<file path="src/rtl/serial_to_parallel.sv">
// Serial-to-parallel deserializer: samples dext every clk edge and shifts it into dout.
// dout_valid pulses for one cycle each time BITS samples have been collected since reset.
module serial_to_parallel #(
  parameter int unsigned BITS      = 10,
  parameter bit          MSB_FIRST = 1'b1,
  localparam int unsigned CW       = $clog2(BITS)
) (
  input  logic            clk,
  input  logic            rst_n,
  input  logic            dext,
  output logic [BITS-1:0] dout,
  output logic            dout_valid,
  output logic [CW-1:0]   bit_cnt
);

  if (BITS < 2 || BITS > 64) begin : g_bad_width
    $error("serial_to_parallel: BITS must be in 2..64");
  end

  localparam logic [CW-1:0] LAST = CW'(BITS - 1);

  logic [BITS-1:0] shift_q, shift_d;
  logic [CW-1:0]   cnt_q,   cnt_d;
  logic            valid_q, valid_d;
  logic            wrap;

  assign wrap = (cnt_q == LAST);

  always_comb begin
    shift_d = shift_q;
    if (MSB_FIRST) begin
      shift_d = {shift_q[BITS-2:0], dext};
    end else begin
      shift_d = {dext, shift_q[BITS-1:1]};
    end
  end

  // Word alignment comes only from reset; the counter free-runs otherwise.
  always_comb begin
    cnt_d   = wrap ? '0 : cnt_q + 1'b1;
    valid_d = wrap;
  end

  always_ff @(posedge clk or negedge rst_n) begin
    if (!rst_n) begin
      shift_q <= '0;
      cnt_q   <= '0;
      valid_q <= 1'b0;
    end else begin
      shift_q <= shift_d;
      cnt_q   <= cnt_d;
      valid_q <= valid_d;
    end
  end

  assign dout       = shift_q;
  assign dout_valid = valid_q;
  assign bit_cnt    = cnt_q;

endmodule

</file>
<file path="config.mk">
export PLATFORM = sky130hd
export DESIGN_NAME = serial_to_parallel
export DESIGN_NICKNAME = d
export VERILOG_FILES = /design/src/rtl/serial_to_parallel.sv
export SDC_FILE = /design/constraint.sdc
export NUM_CORES = 1
export LEC_CHECK = 0
export ABC_AREA = 1
export BUFFER_PORTS_ARGS = -buffer_cell sky130_fd_sc_hd__buf_2
export CAP_MARGIN = 20
export CORE_AREA = 4 4 41 43
export DETAILED_ROUTE_END_ITERATION = 8
export DIE_AREA = 0 0 45 47
export GPL_TIMING_DRIVEN = 0
export PLACE_DENSITY_LB_ADDON = 0.08
export REMOVE_ABC_BUFFERS = 1
export SYNTH_ARGS = -nofsm -noshare
export SYNTH_HDL_FRONTEND = slang
export SYNTH_SLANG_ARGS = --single-unit
</file>
<file path="constraint.sdc">
create_clock -name clk -period 1.2 [get_ports clk]
set_clock_uncertainty 0.05 [all_clocks]
set_input_delay 0.12 -clock clk [delete_from_list [all_inputs] [get_ports clk]]
set_output_delay 0.12 -clock clk [all_outputs]
set_load 0.03 [all_outputs]
</file>
==> results.json <==
{
  "run_status": "complete, no violations",
  "worstSetupStartpoint": "bit_cnt[1]$_DFF_PN0_",
  "tritoncts.num_buffers": 3,
  "critPathCaptureType": "output port",
  "finalNetCount": 58,
  "synth-warning-count": 0,
  "slowest_stage_delay_cp_ns": 0.42,
  "cts_htree_levels": 1,
  "clkLatencyLatePin_ns": 0.28,
  "reg2reg_setup_slack_ns": 0.24,
  "worst-path-max-fanout": 5,
  "wp_depth": 1,
  "ys_ff_latch": 15,
  "critical_path_class": "reg2out",
  "core_area_um2": 1300,
  "cts_sinks": 15,
  "fillCellCount": 136,
  "global_route.overflow_total": 0,
  "std_cell_rows": 13,
  "seq_area_frac_synth_pct": 83.1,
  "tritoncts": "done",
  "finalWeightedCongestion": 0.637,
  "timing_max_transition_violations_final": 0,
  "hold_class": "in2async",
  "max_freq_ghz": 0.909,
  "drc": 0,
  "syn-instance-count": 31,
  "post_synthesis_instance_area_um2": 452,
  "grt_pass1_vias": 338,
  "chipWidth_um": 45,
  "cts.clk_slew.worst_paths_ns": 0.08,
  "reg2reg_depth": 4,
  "gr-usage-all-layers_pct": 10.3,
  "maximum_number_of_pins_on_one_net_before_global_route_repair": 16,
  "timing.final.setup_violations": 0,
  "path_cells": "buf_2",
  "avgSynthCellArea_um2": 14.6,
  "worstPathArrival_ns": 0.93,
  "rr_startpoint": "bit_cnt[1]$_DFF_PN0_",
  "detailed_route_via_count": 316,
  "timing.critical_path.buf_inv": 1,
  "timing_worst_slew_pin_value_ns": 0.321,
  "final_layout_size_suffix_gt1_share_pct": 42.6,
  "io-pin-count": 18,
  "antenna_found_initial": 0,
  "final.period_utilization_pct": 91.7,
  "timing.critical_path.slowest_stage_cell": "dfrtp_1",
  "final_critical_path_setup_slack_ns": 0.0994,
  "grt_setup_unrepaired": "no",
  "floorplan.initialDensity_pct": 34.7,
  "fin_setup_tns_ns": 0,
  "dp.final_hpwl_um": 643,
  "area_growth_syn_to_layout_pct": 33.5,
  "maxCapViolCount": 0,
  "dieArea_um2": 2120,
  "detail_routed_via_count_per_cell": 4.58,
  "path_delay_family": "flip-flops",
  "layout_min_cycle_time_ns": 1.10,
  "starting_drt_drc_count": 4,
  "ctsRootBufferMaster": "clkbuf_4",
  "firstDrtPassIters": 4,
  "io_buffers": 17,
  "critPathLaunchType": "register",
  "drt-wirelength-per-cell_um": 12.8,
  "grt_pass1_wl_um": 1460,
  "timing.final.hold_violations": 0,
  "ctsLongestPathBuffers": 2,
  "maxSlewHeadroom_pct": 78.6,
  "antennaDiodeCount": 0,
  "detail_route.wirelength_um": 883,
  "pre_cts_ws_ns": 0.290,
  "die_h_um": 47,
  "synthDistinctLibCells": 8,
  "worst_ep_required_time_ns": 1.03,
  "power.static_leakage_uw": 0.000323,
  "cts.repair_timing.setup_buffer_count": 0,
  "p_total_uw": 874,
  "fin_util_pct": 46.3,
  "max-vdd-ir-drop_v": 0.000815,
  "pwr_density_cell_nw_per_um2": 1450,
  "final_antenna_net_count": 0
}
[cell usage in the layout, fill, tap and decap left out]
| cell type | synthesis | final |
|---|---|---|
| o21ai_0 | 1 | 1 |
| nand3_1 | 2 | 2 |
| nor2_2 | 2 | 2 |
| inv_1 | 4 | 4 |
| xor2_1 | 1 | 1 |
| dfrtp_1 | 15 | 14 |
| nand4_1 | 1 | 1 |
| nand2_1 | 5 | 5 |
| dlygate4sd3_1 | 0 | 2 |
| clkbuf_1 | 0 | 1 |
| dfrtp_2 | 0 | 1 |
| clkbuf_4 | 0 | 3 |
| buf_2 | 0 | 17 |
[cells by family (layout without fill, tap and decap cells)]
logic type	after synthesis	in the layout	share of synthesized area, %
flip-flops	15	15	83.1
AND/OR/NAND/NOR	10	10	10.5
buffers and inverters	4	27	3.32
AO/OA/AOI/OAI	1	1	1.11
XOR/XNOR	1	1	1.94
[repair_timing]
item                       4_1_cts  5_1_grt
resized for setup                0        1
hold buffers                     2        0
hold endpoints to repair        16        0
setup endpoints to repair        0        1
[cell usage after synthesis]
master	number	share of area (%)
dfrtp_1	15	83
nand2_1	5	4.2
inv_1	4	3.3
nand3_1	2	2.2
nor2_2	2	2.8
nand4_1	1	1.4
o21ai_0	1	1.1
xor2_1	1	1.9
[state kept, by name, summed over array words and instances, names as in the netlist]
register	cells
dout_valid	1
dout	10
bit_cnt	4
[layer usage]
layer / share of wire [%] / track usage (%) / up-vias
li1: - / - / 144
met1: 33 / 8.96 / 150
met2: 56 / 18.9 / 16
met3: 8.6 / 3.45 / 6
met4: 2.8 / 8.77 / 0
met5: 0 / 0 / -
[layout make-up]
| type | instances | area, µm² | share of cell area (%) |
|---|---|---|---|
| Inverter | 4 | 15.0 | 2.49 |
| Sequential cell | 15 | 377 | 62.4 |
| Clock buffer | 4 | 26.3 | 4.36 |
| Timing Repair Buffer | 19 | 105 | 17.4 |
| Multi-Input combinational cell | 12 | 61.3 | 10.2 |
| Tap cell | 15 | 18.8 | 3.11 |
[power by group]
part / switching [µW] / internal (µW)
logic: 51.8 / 18.2
registers: 7.76 / 522
clock network: 146 / 129
[worst paths after layout]
kind                                   endpoint
max                                  bit_cnt[1]
min                           dout[7]$_DFF_PN0_
max reg2reg                bit_cnt[3]$_DFF_PN0_
min reg2reg                   dout[6]$_DFF_PN0_
max in group asynchronous  bit_cnt[0]$_DFF_PN0_
min in group clk              dout[6]$_DFF_PN0_
[per-stage QoR]
stage	cell area (µm²)	std cells	hold slack, ns
2_1_floorplan	452	31	-0.226
3_3_place_gp	556	63	-0.0289
3_5_place_dp	556	63	-0.00927
4_1_cts	602	69	0.221
5_1_grt	603	69	0.234
6_report	603	69	0.209
Power figures use the tool's default switching activity.
